**src/rtl/mem_port_arbiter.sv**
```systemverilog
// rtl/mem_port_arbiter.sv - single-port memory arbiter for fetch (I) and load/store (D) requesters
// Define MEM_ARB_RR_EN for round-robin arbitration; otherwise fixed D priority with a fetch starvation guard.
module mem_port_arbiter #(
   parameter int AW         = 32,
   parameter int DW         = 32,
   parameter int STARVE_MAX = 4
) (
   input  logic            clk,
   input  logic            rst_n,
   input  logic            i_req,
   input  logic [AW-1:0]   i_addr,
   output logic            i_done,
   output logic [DW-1:0]   i_rdata,
   input  logic            d_req,
   input  logic            d_we,
   input  logic [AW-1:0]   d_addr,
   input  logic [DW-1:0]   d_wdata,
   input  logic [DW/8-1:0] d_be,
   output logic            d_done,
   output logic [DW-1:0]   d_rdata,
   output logic            mem_req,
   output logic            mem_we,
   output logic [AW-1:0]   mem_addr,
   output logic [DW-1:0]   mem_wdata,
   output logic [DW/8-1:0] mem_be,
   input  logic [DW-1:0]   mem_rdata,
   input  logic            mem_ready,
   output logic            owner
);

   localparam int BW = DW / 8;

   typedef enum logic [1:0] {
      S_IDLE  = 2'd0,
      S_ISSUE = 2'd1,
      S_RESP  = 2'd2
   } state_t;

   state_t          r_state;
   state_t          w_state_nxt;
   logic            w_grant;
   logic            w_grant_d;
   logic            w_complete;
   logic            r_owner;
   logic            r_mem_req;
   logic            r_mem_we;
   logic [AW-1:0]   r_mem_addr;
   logic [DW-1:0]   r_mem_wdata;
   logic [BW-1:0]   r_mem_be;
   logic [DW-1:0]   r_i_rdata;
   logic [DW-1:0]   r_d_rdata;

`ifdef MEM_ARB_RR_EN
   logic            r_last_d;
`else
   localparam logic [3:0] LP_SMAX = 4'(STARVE_MAX);
   logic [3:0]      r_starve;
`endif

   always_ff @(posedge clk or negedge rst_n) begin
      if (!rst_n) begin
         r_state <= S_IDLE;
      end else begin
         r_state <= w_state_nxt;
      end
   end

   always_comb begin
      w_state_nxt = r_state;
      w_grant     = 1'b0;
      w_grant_d   = 1'b0;
      w_complete  = 1'b0;
      case (r_state)
         S_IDLE: begin
            if (i_req || d_req) begin
               w_grant     = 1'b1;
               w_state_nxt = S_ISSUE;
               if (i_req && d_req) begin
`ifdef MEM_ARB_RR_EN
                  w_grant_d = !r_last_d;
`else
                  // fetch wins only once D has taken STARVE_MAX grants in a row over it
                  w_grant_d = (r_starve != LP_SMAX);
`endif
               end else begin
                  w_grant_d = d_req;
               end
            end
         end
         S_ISSUE: begin
            if (mem_ready) begin
               w_complete  = 1'b1;
               w_state_nxt = S_RESP;
            end
         end
         S_RESP: begin
            w_state_nxt = S_IDLE;
         end
         default: begin
            w_state_nxt = S_IDLE;
         end
      endcase
   end

   always_ff @(posedge clk or negedge rst_n) begin
      if (!rst_n) begin
         r_owner     <= 1'b0;
         r_mem_req   <= 1'b0;
         r_mem_we    <= 1'b0;
         r_mem_addr  <= '0;
         r_mem_wdata <= '0;
         r_mem_be    <= '0;
         r_i_rdata   <= '0;
         r_d_rdata   <= '0;
      end else begin
         if (w_grant) begin
            r_mem_req  <= 1'b1;
            r_owner    <= w_grant_d;
            r_mem_addr <= w_grant_d ? d_addr : i_addr;
            if (w_grant_d && d_we) begin
               r_mem_we    <= 1'b1;
               r_mem_wdata <= d_wdata;
               r_mem_be    <= d_be;
            end else begin
               r_mem_we    <= 1'b0;
               r_mem_wdata <= '0;
               r_mem_be    <= '1;
            end
         end
         if (w_complete) begin
            r_mem_req <= 1'b0;
            r_mem_we  <= 1'b0;
            r_mem_be  <= '0;
            // stores also capture mem_rdata into d_rdata
            if (r_owner) begin
               r_d_rdata <= mem_rdata;
            end else begin
               r_i_rdata <= mem_rdata;
            end
         end
      end
   end

`ifdef MEM_ARB_RR_EN
   always_ff @(posedge clk or negedge rst_n) begin
      if (!rst_n) begin
         r_last_d <= 1'b0;
      end else if (w_grant) begin
         r_last_d <= w_grant_d;
      end
   end
`else
   always_ff @(posedge clk or negedge rst_n) begin
      if (!rst_n) begin
         r_starve <= '0;
      end else if (w_grant) begin
         if (w_grant_d && i_req) begin
            if (r_starve != LP_SMAX) begin
               r_starve <= r_starve + 4'd1;
            end
         end else begin
            r_starve <= '0;
         end
      end
   end
`endif

   assign mem_req   = r_mem_req;
   assign mem_we    = r_mem_we;
   assign mem_addr  = r_mem_addr;
   assign mem_wdata = r_mem_wdata;
   assign mem_be    = r_mem_be;
   assign owner     = r_owner;
   assign i_rdata   = r_i_rdata;
   assign d_rdata   = r_d_rdata;
   assign i_done    = (r_state == S_RESP) && !r_owner;
   assign d_done    = (r_state == S_RESP) && r_owner;

endmodule

```
**config.mk**
```make
export PLATFORM = sky130hd
export DESIGN_NAME = mem_port_arbiter
export DESIGN_NICKNAME = d
export VERILOG_FILES = /design/src/rtl/mem_port_arbiter.sv
export SDC_FILE = /design/constraint.sdc
export NUM_CORES = 1
export LEC_CHECK = 0
export CAP_MARGIN = 20
export CORE_AREA = 2 2 107 109
export CTS_CLUSTER_SIZE = 16
export DETAILED_ROUTE_END_ITERATION = 7
export DIE_AREA = 0 0 109 111
export DONT_BUFFER_PORTS = 1
export GPL_ROUTABILITY_DRIVEN = 0
export PLACE_DENSITY = 0.7
export REMOVE_ABC_BUFFERS = 1
export SYNTH_ARGS = -nofsm -noshare
export SYNTH_HDL_FRONTEND = slang
export SYNTH_SLANG_ARGS = --single-unit
```
**constraint.sdc**
```tcl
create_clock -name clk -period 2.13 [get_ports clk]
set_clock_uncertainty 0.05 [all_clocks]
set_input_delay 0.426 -clock clk [delete_from_list [all_inputs] [get_ports clk]]
set_output_delay 0.426 -clock clk [all_outputs]
set_load 0.005 [all_outputs]
```
[Yosys cells after proc, flatten, opt, wreduce, memory -nomap -nowiden]
Cells that the tools add are included.
Operators by class
  add/sub/neg operators: 1
  equality and inequality tests: 6
  multiplexer cells: 22
  bitwise gates (word level): 1
  reduce and logical (&&, ||, !) cells: 13
Operators by type and width (number)
  2-to-1 mux 32 bit: 2
  2-to-1 mux 4 bit: 5
  2-to-1 mux 1 bit: 12
  AND reduction 2 bit: 4
  logical AND 1 bit: 5
  adder 4 x 1 -> 4 bit, second input constant: 1
  2-to-1 mux 2 bit: 2
  != test 2 bit, second input constant: 2
  != test 4 x 3 -> 1 bit, second input constant: 1
  one-hot mux 2 bit (2 select lines): 1
  equality test 2 x 1 -> 1 bit, second input constant: 1
  equality test 2 bit, second input constant: 1
  zero test 2 bit: 1
  != test 2 x 1 -> 1 bit, second input constant: 1
  nonzero test 2 bit: 1
  zero test 1 bit: 1
  logical OR 1 bit: 1
  inverter 1 bit: 1
Storage, ports and cells
  register bits: 141
  input bits: 138

[Logic depth before layout (Yosys ltp)]
  word-level depth: 8
  mapped depth: 8

[Least setup slack after synthesis]
Ideal clock, no wire load.
  kind: reg2reg
  from: reg r_starve[0]
  to: reg r_mem_wdata[0], in the netlist mem_wdata[0]
  data arrival time: 1.426 ns
  required time: 1.959 ns
  slack: 0.533 ns
  stages on the path, launching flop included: 8
  buffers on the path: 2
  clock period less this slack: 1.597 ns
  path through: dfrtp_1 > inv_1 > ha_1 > nand4b_1 > and4_1 > buf_2 > buf_2 > a22o_1
Between the ends
  longest elaborated chain between the ends: 6
RTL lines
  start: declaration: RTL line 57  | logic [3:0] r_starve;
  start signal: assignment: RTL line 159  | r_starve <= r_starve + 4'd1;
  != test 4 x 3 -> 1 bit: RTL line 83  | w_grant_d = (r_starve != LP_SMAX);
  2-to-1 mux 1 bit: RTL line 78  | if (i_req && d_req) begin
  2-to-1 mux 1 bit: RTL line 75  | if (i_req || d_req) begin
  2-to-1 mux 1 bit: RTL line 73  | case (r_state)
  logical AND 1 bit: RTL line 120  | if (w_grant_d && d_we) begin
  2-to-1 mux 32 bit: RTL line 120
  end signal: assignment: RTL line 122  | r_mem_wdata <= d_wdata;
  end: declaration: RTL line 48  | logic [DW-1:0] r_mem_wdata;
No other way between the ends.
A chain may end at the register's enable or synchronous reset.

[Worst setup path in the final report]
  from: reg r_state[1]
  to: reg r_d_rdata[21], in the netlist d_rdata[21]
Between the ends
  longest elaborated chain between the ends: 3
RTL lines
  start: declaration: RTL line 39  | state_t r_state;
  start signal: assignment: RTL line 64  | r_state <= w_state_nxt;
  equality test 2 x 1 -> 1 bit: RTL line 73
  2-to-1 mux 1 bit: RTL line 73
  AND reduction 2 bit (no source line)
  end signal: assignment: RTL line 136  | r_d_rdata <= mem_rdata;
  end: declaration: RTL line 51  | logic [DW-1:0] r_d_rdata;
No other way between the ends.

==> qor.txt <==
======================================================================================
Util after Layout .......................................................        58.5%
Power density over the cells ............................................ 1700 mW/mm^2
I/O pin total ...........................................................          275
Detailed-route via count ................................................         3458
Root buffer cell ........................................................ sky130_fd_sc_hd__clkbuf_16
Layout cell share with drive strength beyond 1 ..........................        24.0%
Longest individual stage delay on the worst path ........................      0.43 ns
Depth of the CTS H-tree .................................................            4
Initial Util ............................................................        51.5%
Netlist area before placement ........................................... 0.00571 mm^2
Clock tree from TritonCTS ...............................................          yes
Count of flip-flops with a built-in enable after synthesis ..............            0
Overall die width .......................................................       109 um
CP Cell Sequence ........................................................ nand2b_1 -> or2_4 -> clkinv_2 -> nand2_4 -> mux2_4
Mapped Cells ............................................................          445
Peak clock frequency supported by timing ................................      534 MHz
Area of all placed cells without fillers ................................ 0.00648 mm^2
Max-cap check violation count ...........................................            0
Cell depth of the worst flop-to-flop path ...............................            5
Internal reg-to-reg setup slack .........................................      0.26 ns
Initial antenna violation count .........................................            1
Count of different cell masters after synthesis .........................           34
Post-synthesis sequential area ratio ....................................        61.8%
Reg-to-reg startpoint ...................................................   r_state[1]
Number of detailed-routing iterations run before antenna repair .........            5
End of the worst register-to-register path ..............................  d_rdata[21]
Final Max Tran Viols ....................................................            0
Overflow after GRT ......................................................            0
Via-to-Cell Ratio .......................................................         5.78
Met3 Usage GRT ..........................................................        7.88%
Clk Latency, worst-skew pair ............................................      0.41 ns
Hold WC Path Type .......................................................  in -> async
DIE AREA ................................................................  0.0121 mm^2
Sink Count ..............................................................          141
Leak Pwr ................................................................      3.03 nW
Seq cells post-synth ....................................................          141
Hold Fails Final Rpt ....................................................          141
Vias in the first global route ..........................................         3690
Biggest area contributors in the synthesized netlist .................... sky130_fd_sc_hd__dfrtp_1 62%, sky130_fd_sc_hd__mux2_4 7.9%, sky130_fd_sc_hd__mux2_2 6.5%
NetSw ...................................................................      3.43 mW
Worst-case clock buffer depth ...........................................            2
Sequential fraction of design power .....................................        46.0%
Critical path type ......................................................   reg -> reg
Final critical-path required period .....................................      1.87 ns
Violated checks .........................................................  hold timing
Area used by sequential logic in the layout ............................. 0.00353 mm^2
First-pass GRT wire length ..............................................      19.5 mm
Total CTS buffers .......................................................           17
Most crowded layer after global routing .................................         met2
Family of cells with the greatest summed delay on the critical path ..... simple AND/OR/NAND/NOR gates
Avg Cell Area, Syn ......................................................    12.8 um^2
Fraction of registers with async set/reset ..............................         100%
Die boundary height .....................................................       111 um
Area used by multi-input combinational logic ............................ 0.00200 mm^2
Fin nets ................................................................          582
Slew Limit Headroom .....................................................        58.7%
Switching share of total power ..........................................        31.2%
DRC Markers .............................................................            0
Most instantiated flip-flop cell in the synthesis netlist ............... sky130_fd_sc_hd__dfrtp_1
Number of gates resized after cts .......................................            0
Largest net degree at the start of global routing .......................          142
Share of Yosys cell area claimed by the top area cell type ..............        61.8%
Run status .............................................................. finished, violations left
Antenna Nets Post-Route .................................................            0
Critical path endpoint category .........................................         flop
Critical path buffer and inverter count .................................            1
Final critical-path share of the clock period ...........................        88.0%
PortBufs ................................................................            0
Initial detailed-routing violation count ................................          181
Placeable Area ..........................................................  0.0111 mm^2
WP data required ........................................................      2.37 ns
RSZ-0062 raised after global routing ....................................        false
Met2 Use GR .............................................................        34.6%
Area growth syn-to-layout ...............................................        13.5%
Final setup violation count .............................................            0
Highest net fanout along the worst path .................................           32
Peak VDD IR .............................................................     0.893 mV
Library cell occupying the most area in the post-synthesis netlist ...... sky130_fd_sc_hd__dfrtp_1
Worst path slowest cell ................................................. sky130_fd_sc_hd__mux2_4
Combined global-route utilization of all metal layers ...................        21.1%
Total Wirelength ........................................................      12.3 mm
Tightest Pin Transition .................................................     0.617 ns
Data arrival time at the worst-slack endpoint ...........................      2.11 ns
Relative contribution of the clock network to total power ...............        29.7%
Clock slew at the register clock pins of the worst setup and hold paths .      0.06 ns
Row Count ...............................................................           39
Number of fillers in the final layout ...................................          854
Placed instance area .................................................... 0.00581 mm^2
Final worst hold slack ..................................................    -0.344 ns
Met1 Usage GRT ..........................................................        24.0%
Combinational Power Share ...............................................        24.3%
DPL Wire Length .........................................................      8.61 mm
N_diodes ................................................................            0
WL/cell .................................................................      20.6 um
Count of yosys warnings during synthesis ................................            0
Critical Path Source Type ...............................................         flop
Internal power summed over all cells ....................................      7.57 mW
======================================================================================
[cells in the mapped netlist (2+ instances only)]
library cell               instances
sky130_fd_sc_hd__clkbuf_1         10
sky130_fd_sc_hd__buf_4             3
sky130_fd_sc_hd__a22o_1           36
sky130_fd_sc_hd__o21ai_0           5
sky130_fd_sc_hd__buf_2            11
sky130_fd_sc_hd__mux2_2           33
sky130_fd_sc_hd__nor2_1           35
sky130_fd_sc_hd__buf_12            3
sky130_fd_sc_hd__ha_1              2
sky130_fd_sc_hd__nand2b_1          5
sky130_fd_sc_hd__a21oi_1          66
sky130_fd_sc_hd__mux2_4           30
sky130_fd_sc_hd__nor2b_1           2
sky130_fd_sc_hd__nand2_1          40
sky130_fd_sc_hd__nand3_1           3
sky130_fd_sc_hd__inv_1             3
sky130_fd_sc_hd__dfrtp_1         141
[worst reg2reg max path: stages, from the launching register on]
cell	delay, ns
sky130_fd_sc_hd__dfrtp_1	0.42
sky130_fd_sc_hd__nand2b_1	0.18
sky130_fd_sc_hd__or2_4	0.27
sky130_fd_sc_hd__clkinv_2	0.07
sky130_fd_sc_hd__nand2_4	0.31
sky130_fd_sc_hd__mux2_4	0.46
[cell type report]
cell class / instances / share of cell area [%]
inverters: 4 / 0.251
flip-flops and latches: 141 / 54.5
clock buffers: 20 / 7.05
multi-input cells: 272 / 30.8
repair buffers: 6 / 1.47
clock inverters: 12 / 3.19
well taps: 143 / 2.76
[flip-flops by register name, indices dropped and copies added, names as in the netlist, 2 cells and up]
| signal | count |
|---|---|
| d_rdata | 32 |
| r_state | 2 |
| r_starve | 4 |
| mem_wdata | 32 |
| i_rdata | 32 |
| mem_be | 4 |
| mem_addr | 32 |
[how the worst max path moves through the flow]
stage,slack [ns],from,to,cells past startpoint
2_1_floorplan,-1.18,d_req,r_state[0],2
4_1_cts,0.26,r_state[1],d_rdata[21],5
3_3_place_gp,0.34,r_state[1],d_rdata[23],5
3_5_place_dp,0.27,r_state[1],d_rdata[3],5
6_report,0.26,r_state[1],d_rdata[21],5
5_1_grt,0.18,r_state[1],d_rdata[5],5
[cell families after synthesis]
logic type,count (synthesis),share of synthesized area (%)
compound gates,110,12.1
buf+inv,32,3.42
mux,64,14.6
simple gates,96,7.54
flops,141,61.8
fa+ha+maj,2,0.439
[power by group through the flow]
stage	Sequential [mW]	Combinational (mW)	Clock [mW]
6_report	5.06	2.67	3.27
5_1_grt	5.21	3.00	3.45
4_1_cts	5.10	2.71	3.33
3_5_place_dp	5.11	2.70	0
3_3_place_gp	5.09	2.55	0
2_1_floorplan	4.74	2.19	0
[cell usage in the layout (no fill, tap or decap)]
| cell type | instances |
|---|---|
| sky130_fd_sc_hd__ha_1 | 2 |
| sky130_fd_sc_hd__o21ai_0 | 5 |
| sky130_fd_sc_hd__nor3_1 | 1 |
| sky130_fd_sc_hd__buf_12 | 4 |
| sky130_fd_sc_hd__clkinvlp_4 | 1 |
| sky130_fd_sc_hd__and3_1 | 1 |
| sky130_fd_sc_hd__mux2_1 | 1 |
| sky130_fd_sc_hd__a21o_1 | 1 |
| sky130_fd_sc_hd__mux2_2 | 33 |
| sky130_fd_sc_hd__o21ai_4 | 1 |
| sky130_fd_sc_hd__and3b_2 | 1 |
| sky130_fd_sc_hd__clkinv_4 | 2 |
| sky130_fd_sc_hd__nand4b_1 | 1 |
| sky130_fd_sc_hd__clkbuf_16 | 17 |
| sky130_fd_sc_hd__nor2_2 | 1 |
| sky130_fd_sc_hd__nor2_1 | 34 |
| sky130_fd_sc_hd__clkbuf_1 | 1 |
| sky130_fd_sc_hd__nand2_1 | 40 |
| sky130_fd_sc_hd__inv_6 | 3 |
| sky130_fd_sc_hd__nor4_1 | 1 |
| sky130_fd_sc_hd__or2_2 | 1 |
| sky130_fd_sc_hd__nand2b_1 | 5 |
| sky130_fd_sc_hd__buf_4 | 2 |
| sky130_fd_sc_hd__inv_1 | 3 |
| sky130_fd_sc_hd__nand2_4 | 1 |
| sky130_fd_sc_hd__dfrtp_1 | 141 |
| sky130_fd_sc_hd__nor2_4 | 1 |
| sky130_fd_sc_hd__nand3_1 | 3 |
| sky130_fd_sc_hd__a211o_2 | 1 |
| sky130_fd_sc_hd__or2_4 | 1 |
| sky130_fd_sc_hd__clkbuf_8 | 2 |
| sky130_fd_sc_hd__clkinv_2 | 2 |
| sky130_fd_sc_hd__a22o_1 | 36 |
| sky130_fd_sc_hd__and4_1 | 1 |
| sky130_fd_sc_hd__nor2b_1 | 2 |
| sky130_fd_sc_hd__a21oi_1 | 66 |
| sky130_fd_sc_hd__mux2_4 | 30 |
| sky130_fd_sc_hd__bufinv_16 | 5 |
| sky130_fd_sc_hd__nor3b_1 | 1 |
[metal layers]
layer  vias to the layer above  wire, um
met5                         -        13
met4                         2       337
met3                        30       995
met2                       162      6380
met1                      1710      4620
li1                       1554         -
[through the flow]
step                instances  worst slack [ns]  total power [mW]  setup TNS [ns]
floorplan                 417             -1.18              6.93          -70.72
CTS                       598             0.255              11.1               0
finish                    598             0.257              11.0               0
detailed placement        566             0.271              7.81               0
global route              598             0.176              11.7               0
global placement          566             0.337              7.64               0
[what timing repair did]
item                       in CTS  in global routing
buffers inserted                0                  0
hold endpoints to repair      141                141
setup endpoints to repair       0                  0
Note: power is estimated with default switching activity, not from simulation.
